`config.mk`:
```
export PLATFORM = sky130hd
export DESIGN_NAME = pc_fetch_ctrl
export DESIGN_NICKNAME = d
export VERILOG_FILES = /design/src/rtl/pc_pkg.sv /design/src/rtl/branch_cond_eval.sv /design/src/rtl/pc_fetch_ctrl.sv
export SDC_FILE = /design/constraint.sdc
export NUM_CORES = 1
export LEC_CHECK = 0
export BUFFER_PORTS_ARGS = -buffer_cell sky130_fd_sc_hd__buf_2
export CAP_MARGIN = 20
export CELL_PAD_IN_SITES_DETAIL_PLACEMENT = 0
export CELL_PAD_IN_SITES_GLOBAL_PLACEMENT = 1
export CORE_MARGIN = 5
export CORE_UTILIZATION = 36
export DETAILED_ROUTE_END_ITERATION = 6
export PLACE_DENSITY_LB_ADDON = 0.1
export REMOVE_ABC_BUFFERS = 1
export SYNTH_ARGS = -nofsm -noshare
export SYNTH_HDL_FRONTEND = slang
export SYNTH_SLANG_ARGS = --single-unit
```
`constraint.sdc`:
```
create_clock -name Clk -period 1.85 [get_ports Clk]
set_input_delay 0.185 -clock Clk [delete_from_list [all_inputs] [get_ports Clk]]
set_output_delay 0.185 -clock Clk [all_outputs]
set_load 0.005 [all_outputs]
```
`src/rtl/pc_pkg.sv`:
```
// Shared types and widths for the program-counter / fetch-sequencing stage.
package pc_pkg;

  localparam int PC_W  = 10;
  localparam int IDX_W = 8;

  typedef enum logic [1:0] {
    IDLE   = 2'b00,
    RUN    = 2'b01,
    HALTED = 2'b10
  } pc_state_t;

  typedef enum logic [1:0] {
    C_ALWAYS = 2'b00,
    C_ZERO   = 2'b01,
    C_NZERO  = 2'b10,
    C_NEG    = 2'b11
  } cond_sel_t;

endpackage

```
`src/rtl/branch_cond_eval.sv`:
```
// Combinational branch decision: take is high only for a branch whose
// selected condition holds.
module branch_cond_eval (
  input  logic       branch_en,
  input  logic [1:0] cond_sel,
  input  logic       zero_flag,
  input  logic       neg_flag,
  output logic       take
);
  import pc_pkg::*;

  logic cond_true;

  always_comb begin
    cond_true = 1'b0;
    case (cond_sel_t'(cond_sel))
      C_ALWAYS: cond_true = 1'b1;
      C_ZERO:   cond_true = zero_flag;
      C_NZERO:  cond_true = ~zero_flag;
      C_NEG:    cond_true = neg_flag;
      default:  cond_true = 1'b0;
    endcase
  end

  assign take = branch_en & cond_true;

endmodule

```
`src/rtl/pc_fetch_ctrl.sv`:
```
// Program counter and fetch sequencer: IDLE/RUN/HALTED control, next-PC
// selection from sequential or lookup-table targets, saturating RUN counter.
module pc_fetch_ctrl #(
  parameter int PC_W  = 10,
  parameter int IDX_W = 8,
  parameter logic [PC_W-1:0] START_ADDR = '0,
  parameter int CNT_W = 16
) (
  input  logic             Clk,
  input  logic             Reset,
  input  logic             start,
  input  logic             ack,
  input  logic             halt_req,
  input  logic             stall,
  input  logic             branch_en,
  input  logic [1:0]       cond_sel,
  input  logic             zero_flag,
  input  logic             neg_flag,
  input  logic [IDX_W-1:0] branch_idx,
  output logic [IDX_W-1:0] lut_index,
  input  logic [PC_W-1:0]  branch_addr,
  output logic [PC_W-1:0]  prog_ctr,
  output logic             running,
  output logic             done,
  output logic [CNT_W-1:0] cycle_cnt,
  output logic [1:0]       state_dbg
);
  import pc_pkg::*;

  // Harness handshake: start is a request seen only in IDLE; done stays high
  // for the whole HALTED stay and drops the cycle after ack is seen; a fresh
  // start must follow once IDLE is reached again.

  pc_state_t state;
  logic      take;

  // The lookup table has zero latency, so its target is usable this cycle.
  assign lut_index = branch_idx;
  assign state_dbg = state;

  branch_cond_eval u_cond (
    .branch_en (branch_en),
    .cond_sel  (cond_sel),
    .zero_flag (zero_flag),
    .neg_flag  (neg_flag),
    .take      (take)
  );

  always_ff @(posedge Clk) begin
    if (Reset) begin
      state     <= IDLE;
      prog_ctr  <= '0;
      cycle_cnt <= '0;
      running   <= 1'b0;
      done      <= 1'b0;
    end else begin
      case (state)
        IDLE: begin
          if (start) begin
            state     <= RUN;
            prog_ctr  <= START_ADDR;
            cycle_cnt <= '0;
            running   <= 1'b1;
            done      <= 1'b0;
          end
        end
        RUN: begin
          // Every RUN cycle counts, including stalls and the halt cycle.
          if (cycle_cnt != '1) cycle_cnt <= cycle_cnt + CNT_W'(1);
          if (halt_req) begin
            state   <= HALTED;
            running <= 1'b0;
            done    <= 1'b1;
          end else if (stall) begin
            prog_ctr <= prog_ctr;
          end else if (take) begin
            prog_ctr <= branch_addr;
          end else begin
            prog_ctr <= prog_ctr + PC_W'(1);
          end
        end
        HALTED: begin
          if (ack) begin
            state <= IDLE;
            done  <= 1'b0;
          end
        end
        default: begin
          state   <= IDLE;
          running <= 1'b0;
          done    <= 1'b0;
        end
      endcase
    end
  end

endmodule

```
# Word-level counts from Yosys, hierarchy flattened
# Index checks and enable logic that the tools add are counted.
# Widths: inputs -> output; s select.
op_classes:
  bitwise: 3
  mux: 20
  addsub: 2
  n_eq_ne: 12
  n_reduce_logical: 7
ops:
  columns: ["operator", "n"]
  rows:
  - ["$mux 10", 4]
  - ["$mux 16", 2]
  - ["$pmux 16 s2", 1]
  - ["$pmux 10 s2", 1]
  - ["$add 16x1->16 const B", 1]
  - ["$ne 16x16->1 const B", 1]
  - ["$ne 2x2->1 const B", 6]
  - ["$add 10x1->10 const B", 1]
  - ["$reduce_and 3->1", 3]
  - ["$eq 2x2->1 const B", 3]
  - ["$mux 2", 3]
  - ["$pmux 1 s3", 2]
  - ["$pmux 2 s3", 1]
  - ["$mux 1", 5]
  - ["$eq 2x1->1 const B", 2]
  - ["$logic_not 2->1", 2]
  - ["$pmux 1 s4", 1]
  - ["$reduce_and 4->1", 1]
  - ["$not 1->1", 2]
  - ["$reduce_bool 2->1", 1]
  - ["$and 1x1->1", 1]
totals:
  reg_bits: 30

# Logic depth before layout (Yosys ltp)
# Gate-level depths: netlist (run 1).
depth:
  ltp_word: 7
  ltp_mapped: 6

# Cells and area by module
# Synthesis (run 1) repeated with hierarchy kept, for this count alone.
unflattened:
  cells_unflattened: 225
  hier_area_um2: 1844.3
modules_own_cells:
  columns: ["module", "seq_area_each_um2", "area_per_inst_um2", "cells_each", "instances"]
  rows:
  - ["pc_fetch_ctrl", 580.6, 1813.0, 222, 1]
  - ["branch_cond_eval", 0.0, 31.3, 3, 1]

# Worst setup path before layout (run 1)
# No wires, ideal clock.
synth_timing:
  path_type: "register -> register"
  from: "register cycle_cnt[0]"
  to: "register cycle_cnt[13]"
  t_arrival_ns: 1.576
  synth_period_minus_slack_ns: 1.664
  required_ns: 1.762
  stages_incl_launch_ff: 7
  slack_ns: 0.186
  n_path_buf: 1
  cell_sequence: "dfxtp_1 -> ha_1 -> nand3_2 -> nor4_4 -> a21oi_2 -> buf_6 -> a311oi_2"
synth_via:
  elab_chain_len: 3
synth_rtl:
  columns: ["element", "line", "text"]
  rows:
  - ["from (decl)", "pc_fetch_ctrl.sv:25", "output logic [CNT_W-1:0] cycle_cnt,"]
  - ["from (signal assigned)", "pc_fetch_ctrl.sv:69", "if (cycle_cnt != '1) cycle_cnt <= cycle_cnt + CNT_W'(1);"]
  - ["$add 16x1->16 or $ne 16x16->1 (tied branches)", "pc_fetch_ctrl.sv:69", null]
  - ["$mux 16 or $ne 2x2->1 (tied branches)", null, null]
  - ["$pmux 16 s2 or $reduce_and 3->1 (tied branches)", null, null]
# Parallel ways exist; a longest one is shown, timed or not. The select of a mux whose other input is x is not followed.
# A chain may end at the register's enable or synchronous reset.

# Worst setup path after layout (run 1)
layout_timing:
  from: "register cycle_cnt[0]"
  to: "register cycle_cnt[4]"
# The elaborated chain is that of the path after synthesis.

==> results of run 1 <==
[repair_timing]
action	CTS	global route
gates resized for setup	0	2
hold buffers	0	0
endpoints found under the setup margin	0	7
[power breakdown]
group / switching, mW / total, mW / internal [mW]
sequential: 0.00880 / 0.664 / 0.656
clock: 0.261 / 0.561 / 0.300
combinational: 0.127 / 0.224 / 0.0970
[final cells by class]
| type | count | share of cell area |
|---|---|---|
| timing repair buffer | 79 | 0.1906 |
| sequential | 30 | 0.2452 |
| multi-input combinational | 170 | 0.4766 |
| inverter | 9 | 0.01376 |
| tap | 72 | 0.03670 |
| clock buffer | 7 | 0.03517 |
| clock inverter | 1 | 0.002039 |
[registers in the layout, summed over array words and instances, names as in the netlist]
signal and cells:
state_dbg 2, running 1, prog_ctr 10, cycle_cnt 16, done 1
[logic make-up (layout without fill, tap and decap cells)]
family                   count (synthesis)  in the layout  share of synthesized area
AND/OR/NAND/NOR                         92             92                     0.2570
AO/OA/AOI/OAI                           65             65                     0.2665
buffers and inverters                   31             96                     0.1034
flip-flops                              30             30                     0.3046
multiplexers                            11             11                    0.05584
adder cells (fa/ha/maj)                  2              2                    0.01269
[stage by stage]
step	setup WS, ns	cells	instance area, um^2
floorplan	0.04131	209	1802
global placement	0.1910	360	2360
detailed placement	0.1191	360	2360
CTS	0.1028	368	2451
global route	0.002741	368	2455
finish	0.1719	368	2455
[worst max path at each step]
stage | start | endpoint | slack (ns) | depth (start not counted)
2_1_floorplan | state_dbg[1]$_SDFFE_PP0P_ | prog_ctr[7]$_SDFFE_PP0P_ | 0.04 | 4
3_3_place_gp | cycle_cnt[1]$_SDFFE_PP0P_ | cycle_cnt[4]$_SDFFE_PP0P_ | 0.19 | 6
3_5_place_dp | cycle_cnt[1]$_SDFFE_PP0P_ | cycle_cnt[4]$_SDFFE_PP0P_ | 0.12 | 6
4_1_cts | cycle_cnt[1]$_SDFFE_PP0P_ | cycle_cnt[4]$_SDFFE_PP0P_ | 0.10 | 6
5_1_grt | cycle_cnt[0]$_SDFFE_PP0P_ | cycle_cnt[4]$_SDFFE_PP0P_ | 0.003 | 6
6_report | cycle_cnt[0]$_SDFFE_PP0P_ | cycle_cnt[4]$_SDFFE_PP0P_ | 0.17 | 6
[Yosys cell counts, drive strengths merged, types with 7 or more instances]
cell / instances
a21oi: 11
dfxtp: 30
nand3: 18
nor2: 11
nand2: 21
nor4: 7
inv: 9
buf: 18
mux2i: 11
[metal layers]
layer	part of all wire	track usage	vias to the layer above
li1	-	-	1019
met1	0.44	0.2107	934
met2	0.48	0.2856	70
met3	0.055	0.04936	14
met4	0.024	0.07456	0
met5	0	0	-
[cells in the final DEF, fill, tap and decap left out, types with 9 or more instances in the layout]
master | netlist | layout
buf_2 | 4 | 50
dfxtp_1 | 30 | 29
buf_4 | 9 | 29
nand2_1 | 21 | 21
nand3_1 | 17 | 17
mux2i_1 | 11 | 11
nor2_1 | 11 | 11
a21oi_1 | 10 | 10
inv_1 | 9 | 9
==> out/metrics.cfg, run 1 <==
[worst_setup_path]
cp.buffers_inverters=1
r2r_slack_ns=0.17
critPathMaxFanout=5
cp_top_family=simple AND/OR/NAND/NOR gates
crit_arrival_ns=1.87
worstPathRequired_ns=2.04
worstSetupPathType=reg2reg
crit_path_end_kind=flip-flop
r2r-start=cycle_cnt[0]$_SDFFE_PP0P_
slowest_delay_ns=0.36
crit_chain=ha_2 > nand3_2 > nor4_4 > a21oi_2 > buf_4 > a311oi_1
rr_worst_depth=6
cp-start-kind=flip-flop
worstReg2RegEnd=cycle_cnt[4]$_SDFFE_PP0P_
crit_slowest_cell=dfxtp_1

[timing]
period_minus_slack_ns=1.678
worst_slew_pin_slew_ns=0.4535
finalSetupTns_ns=0
rsz0062_at_grt=no
drv_slew=0
slew_headroom=0.6949
holdWs_ns=0.1505
fin_skew_ns=0.004421
fmax_mhz=595.9
setup_viol=0
hold_viol_final=0
min_period_over_period=0.9071

[logic_synthesis]
syn_area_per_cell_um2=8.536
yosys_warnings=0
synth_ff_type=dfxtp_1
synthTopCellsByArea=dfxtp_1 (30%), mux2i_1 (5.6%), nand3_1 (4.3%)
ys_seq_area_frac=0.3046
yosysTopAreaCell=dfxtp_1
synth.distinct_cells=57
synth_edf_count=0
netlist_area_um2=1972
synth_top_cell_area_share=0.3046
netlist_instances=231
synth_seq_cells=30
async_flop_share=0

[clock_tree]
clkTransAtPathRegs_ns=0.07
htree_levels=2
cts_sinks=30
cts_tree=yes
cts-root-buf=clkbuf_8
postCtsSetupBuffers=0
clock_latency_ns=0.28
cts.path.max_buffers=2
numCtsBuffers=5

[min_path]
min_from=Reset
hold_end=cycle_cnt[5]$_SDFFE_PP0P_
hold_path_class=in2reg
hold_depth=2

[pwr]
leakagePower_nw=0.9992
ir_drop_mv=0.2626
power_density_nw_per_um2=590.5
fin_total_pwr_mw=1.450

[floorplanning]
die_x_um=84.01
start_util=0.3648
chipHeight_um=84.01
fp-row-count=27
core_um2=5405
ios=67
die_area_um2=7058

[routing]
drc=0
drtIter0Drc=131
vias_per_cell=5.535
drt_wl_total_um=5961
avgRoutedWirePerCell_um=16.20
vias=2037
antenna_left=0
drt-pass1-iter-count=4

[cells_and_area]
postLayoutCoreUtil=0.4542
area.growth.synth_to_final_pct=24.49
n_antenna_cell=0
drive_gt1_frac=0.3615
num-nets-final=326
regArea_um2=601.8
multi_input_comb_area_um2=1170
fillers=557

[grt]
grt_max_degree=16
grt_pass1_vias=2073
grt_util_all_layers=0.1737
grt_pass1_wl_um=9998
antenna_found_initial=0
grt.overflow.total=0

[placement]
dp_hpwl_um=4586
gp_congestion=0.8567
port_buffers=50

[status]
status=complete, no violations

[run]
cap_viol_max_count=0

No activity file was read; power rests on OpenSTA's default activity.
==> run 2, diff against run 1 <==
PLACE_DENSITY = 0.81   (was default)
PLACE_DENSITY_LB_ADDON = default   (was 0.1)
==> run 2 against run 1 <==
Clock skew grew 0.0043 ns. Core utilization down 0.53 points. Global-route usage down 0.92 points. Critical path depth stayed put. Via count fell by 1.7%. Die area did not move. Register-to-register slack got worse by 0.04 ns. Power shrank 0.79%. Design area shrank 1.2%. Critical path type unchanged.
==> out/metrics.cfg, run 2 (same netlist as run 1, synthesis figures left out) <==
[routing]
vias=2002
drc=0
drt_wl_total_um=5508
antenna_left=0
avgRoutedWirePerCell_um=15.17
drt-pass1-iter-count=4
drtIter0Drc=88
vias_per_cell=5.515

[timing]
hold_viol_final=0
setup_viol=0
period_minus_slack_ns=1.714
worst_slew_pin_slew_ns=0.4275
slew_headroom=0.7144
fmax_mhz=583.4
rsz0062_at_grt=no
fin_skew_ns=0.008730
min_period_over_period=0.9265
finalSetupTns_ns=0
drv_slew=0

[min_path]
hold_path_class=in2reg
min_from=branch_addr[9]
hold_end=prog_ctr[9]$_SDFFE_PP0P_
hold_depth=3

[clock_tree]
postCtsSetupBuffers=0
cts_tree=yes
cts_sinks=30
htree_levels=2
clock_latency_ns=0.28
cts_resized=0
clkTransAtPathRegs_ns=0.07
cts-root-buf=clkbuf_8
cts_hold_buf=0
numCtsBuffers=5
cts.path.max_buffers=2

[worst_setup_path]
r2r-start=cycle_cnt[1]$_SDFFE_PP0P_
worstReg2RegEnd=cycle_cnt[3]$_SDFFE_PP0P_
cp.buffers_inverters=1
slowest_delay_ns=0.39
crit_path_end_kind=flip-flop
cp_top_family=simple AND/OR/NAND/NOR gates
crit_chain=ha_1 > nand3_2 > nor4_4 > a21oi_2 > buf_4 > a311oi_2
crit_slowest_cell=dfxtp_1
rr_worst_depth=6
crit_arrival_ns=1.90
critPathMaxFanout=5
cp-start-kind=flip-flop
worstPathRequired_ns=2.04
r2r_slack_ns=0.14
worstSetupPathType=reg2reg

[grt]
grt_max_degree=25
grt.overflow.total=0
antenna_found_initial=0
grt_pass1_vias=1997
grt_util_all_layers=0.1646
grt_pass1_wl_um=9508

[placement]
dp_hpwl_um=4216
port_buffers=50
gp_congestion=0.8954

[cells_and_area]
area.growth.synth_to_final_pct=23.03
layout_common_cells=buf_2 (50), dfxtp_1 (30), buf_4 (23), nand2_1 (21), nand3_1 (17)
drive_gt1_frac=0.3436
n_antenna_cell=0
final_common_cell=buf_2
largest_register_ffs=16
postLayoutCoreUtil=0.4488
regMostFlops=cycle_cnt
num-nets-final=321

[floorplanning]
core_um2=5405
fp-row-count=27
die_area_um2=7058
start_util=0.3648
chipHeight_um=84.01
ios=67
die_x_um=84.01

[pwr]
fin_total_pwr_mw=1.438
power_density_nw_per_um2=592.8
leakagePower_nw=0.9820
ir_drop_mv=0.2518

[status]
status=complete, no violations

[run]
cap_viol_max_count=0

-- run 2: changes by cell type in the layout (fill, tap and decap cells not counted) --
cell / before / now
ha_1: 1 / 2
dfxtp_2: 1 / 0
buf_12: 0 / 1
dfxtp_1: 29 / 30
ha_2: 1 / 0
buf_4: 29 / 23
-- run 2: through the flow --
stage / instances / setup slack [ns] / hold slack, ns / cell area, um^2
2_1_floorplan: 209 / 0.04131 / 0.2496 / 1802
5_1_grt: 363 / 0.005986 / 0.1844 / 2426
6_report: 363 / 0.1359 / 0.1817 / 2426
3_5_place_dp: 355 / 0.1525 / 0.3701 / 2335
4_1_cts: 363 / 0.1397 / 0.1719 / 2426
3_3_place_gp: 355 / 0.2161 / 0.3701 / 2335
-- run 2: worst max path at each step --
stage | start | to | slack (ns) | depth (start not counted)
after floorplan | state_dbg[1]$_SDFFE_PP0P_ | prog_ctr[7]$_SDFFE_PP0P_ | 0.04 | 4
after global placement | cycle_cnt[1]$_SDFFE_PP0P_ | cycle_cnt[6]$_SDFFE_PP0P_ | 0.22 | 6
after detailed placement | cycle_cnt[1]$_SDFFE_PP0P_ | cycle_cnt[13]$_SDFFE_PP0P_ | 0.15 | 6
after CTS | cycle_cnt[1]$_SDFFE_PP0P_ | cycle_cnt[3]$_SDFFE_PP0P_ | 0.14 | 6
after global routing | cycle_cnt[1]$_SDFFE_PP0P_ | cycle_cnt[3]$_SDFFE_PP0P_ | 0.006 | 6
final | cycle_cnt[1]$_SDFFE_PP0P_ | cycle_cnt[3]$_SDFFE_PP0P_ | 0.14 | 6
-- run 2: area by class of cell --
type	instances	area (um^2)
repair buffers	74	442.9
fillers	563	2979
multi-input cells	170	1167
flip-flops and latches	30	600.6
well taps	72	90.09
clock inverters	1	5.005
inverters	9	33.78
clock buffers	7	86.33
-- run 2: power breakdown --
| group | internal (mW) | switching (mW) |
|---|---|---|
| Clock | 0.300 | 0.257 |
| Sequential | 0.656 | 0.00903 |
| Combinational | 0.0962 | 0.120 |
| Total | 1.05 | 0.386 |
-- run 2: worst register-to-register path: cells and delay by family (launching register included) --
| family | cells | cell delay, ns |
|---|---|---|
| adder cells (fa/ha/maj) | 1 | 0.24 |
| AND/OR/NAND/NOR | 2 | 0.49 |
| flip-flops | 1 | 0.39 |
| buffers and inverters | 1 | 0.17 |
| AO/OA/AOI/OAI | 2 | 0.33 |
-- run 2: per-layer routing --
metal / routed length, um / GRT usage / vias to the layer above
li1: - / - / 1005
met1: 2421 / 0.2067 / 900
met2: 2508 / 0.2516 / 93
met3: 544 / 0.07108 / 4
met4: 33 / 0.05556 / 0
met5: 0 / 0 / -
==> run 3, diff against run 2 <==
CORE_UTILIZATION = 38   (was 36)
CTS_BUF_LIST = sky130_fd_sc_hd__clkbuf_4   (was default)
CTS_CLUSTER_SIZE = 20   (was default)
PLACE_DENSITY = 0.85   (was 0.81)
==> run 3 against run 2 <==
Clock-buffer cell count did not move. Core utilization rose by 2.3 points. Setup slack improved by 0.043 ns. Via count rose by 0.90%. Die area fell by 4.6%. Largest cell class unchanged.
==> out/metrics.cfg, run 3 (same netlist as run 1, synthesis figures left out) <==
[worst_setup_path]
worstReg2RegEnd=cycle_cnt[13]$_SDFFE_PP0P_
rr_worst_depth=6
crit_path_end_kind=flip-flop
r2r-start=cycle_cnt[0]$_SDFFE_PP0P_
cp-start-kind=flip-flop
worstSetupPathType=reg2reg
critPathMaxFanout=8
worstPathRequired_ns=2.10
crit_arrival_ns=1.92
r2r_slack_ns=0.18

[cells_and_area]
regArea_um2=600.6
n_antenna_cell=0
drive_gt1_frac=0.3515
num-nets-final=324
fillers=540
largest_register_ffs=16
multi_input_comb_area_um2=1167
regMostFlops=cycle_cnt
final_common_cell=buf_2
area.growth.synth_to_final_pct=21.45
layout_common_cells=buf_2 (50), dfxtp_1 (30), buf_4 (27), nand2_1 (21), nand3_1 (17)

[clock_tree]
cts_sinks=30
cts_hold_buf=0
cts.path.max_buffers=2
cts_tree=yes
cts-root-buf=clkbuf_4
cts_resized=0
htree_levels=2
postCtsSetupBuffers=0
numCtsBuffers=5
clkTransAtPathRegs_ns=0.10
clock_latency_ns=0.34

[grt]
grt.overflow.total=0
grt_pass1_vias=1938
antenna_found_initial=0
grt_max_degree=17
grt_pass1_wl_um=9039
grt_util_all_layers=0.1721

[timing]
fin_skew_ns=0.01292
fmax_mhz=598.4
min_period_over_period=0.9033
rsz0062_at_grt=no
period_minus_slack_ns=1.671
finalSetupTns_ns=0
slew_headroom=0.6896
setup_viol=0
worst_slew_pin_slew_ns=0.4647
hold_viol_final=0
drv_slew=0

[floorplanning]
fp-row-count=26
die_x_um=82.04
start_util=0.3886
chipHeight_um=82.04
die_area_um2=6730
ios=67
core_um2=5075

[routing]
drtIter0Drc=86
vias_per_cell=5.565
drt-pass1-iter-count=4
drc=0
drt_wl_total_um=5418
avgRoutedWirePerCell_um=14.93
vias=2020
antenna_left=0

[placement]
dp_hpwl_um=4202
gp_congestion=0.8031
port_buffers=50

[run]
cap_viol_max_count=0

[pwr]
power_density_nw_per_um2=532.7
leakagePower_nw=0.9763
ir_drop_mv=0.2996
fin_total_pwr_mw=1.276

[min_path]
hold_depth=3
hold_path_class=in2reg
min_from=branch_addr[2]
hold_end=prog_ctr[2]$_SDFFE_PP0P_

[status]
status=complete, no violations

==> run 3: cell count changes in the layout (fill, tap and decap cells not counted), sizes merged <==
| cell | previous run | this run |
|---|---|---|
| buf | 74 | 77 |
| clkinv | 1 | 0 |
==> run 3: where the power goes <==
part	internal, mW	switching, mW	leakage (nW)
clock network	0.172	0.225	0.0322
registers	0.655	0.00810	0.242
logic	0.0955	0.120	0.702
==> run 3: cell type report <==
cell class                 instances  share of cell area
clock buffer                       7             0.02194
inverter                           9             0.01411
multi-input combinational        170              0.4875
sequential                        30              0.2508
tap                               70             0.03657
timing repair buffer              77              0.1891
==> run 3: metrics by stage <==
stage	instance area (um^2)	std cells	setup WS (ns)	util	hold slack [ns]
finish	2395	363	0.1788	0.4719	0.1205
global route	2395	363	0.03274	0.4719	0.1363
CTS	2395	363	0.1745	0.4719	0.1119
detailed placement	2342	356	0.2038	0.4615	0.3701
global placement	2342	356	0.2576	0.4615	0.3701
floorplan	1802	209	0.04131	-	0.2496
==> run 3: layer usage <==
layer	track usage	wire, um	vias up
met4	0.06478	34	0
met3	0.04386	384	4
met2	0.2819	2555	72
met1	0.2162	2444	928
met5	0	0	-
li1	-	-	1016
==> run 3: worst max-delay path by stage <==
stage,from,to,slack (ns)
5_1_grt,cycle_cnt[0]$_SDFFE_PP0P_,cycle_cnt[6]$_SDFFE_PP0P_,0.03
2_1_floorplan,state_dbg[1]$_SDFFE_PP0P_,prog_ctr[7]$_SDFFE_PP0P_,0.04
3_5_place_dp,cycle_cnt[0]$_SDFFE_PP0P_,cycle_cnt[13]$_SDFFE_PP0P_,0.20
3_3_place_gp,cycle_cnt[0]$_SDFFE_PP0P_,cycle_cnt[14]$_SDFFE_PP0P_,0.26
4_1_cts,cycle_cnt[0]$_SDFFE_PP0P_,cycle_cnt[13]$_SDFFE_PP0P_,0.17
6_report,cycle_cnt[0]$_SDFFE_PP0P_,cycle_cnt[13]$_SDFFE_PP0P_,0.18
==> run 3: critical path, cell delays in order, from the launching register on <==
cell and delay (ns):
dfxtp_1 0.35, ha_1 0.23, nand3_2 0.16, nor4_4 0.32, a21oi_2 0.10, buf_4 0.20
a311oi_2 0.22
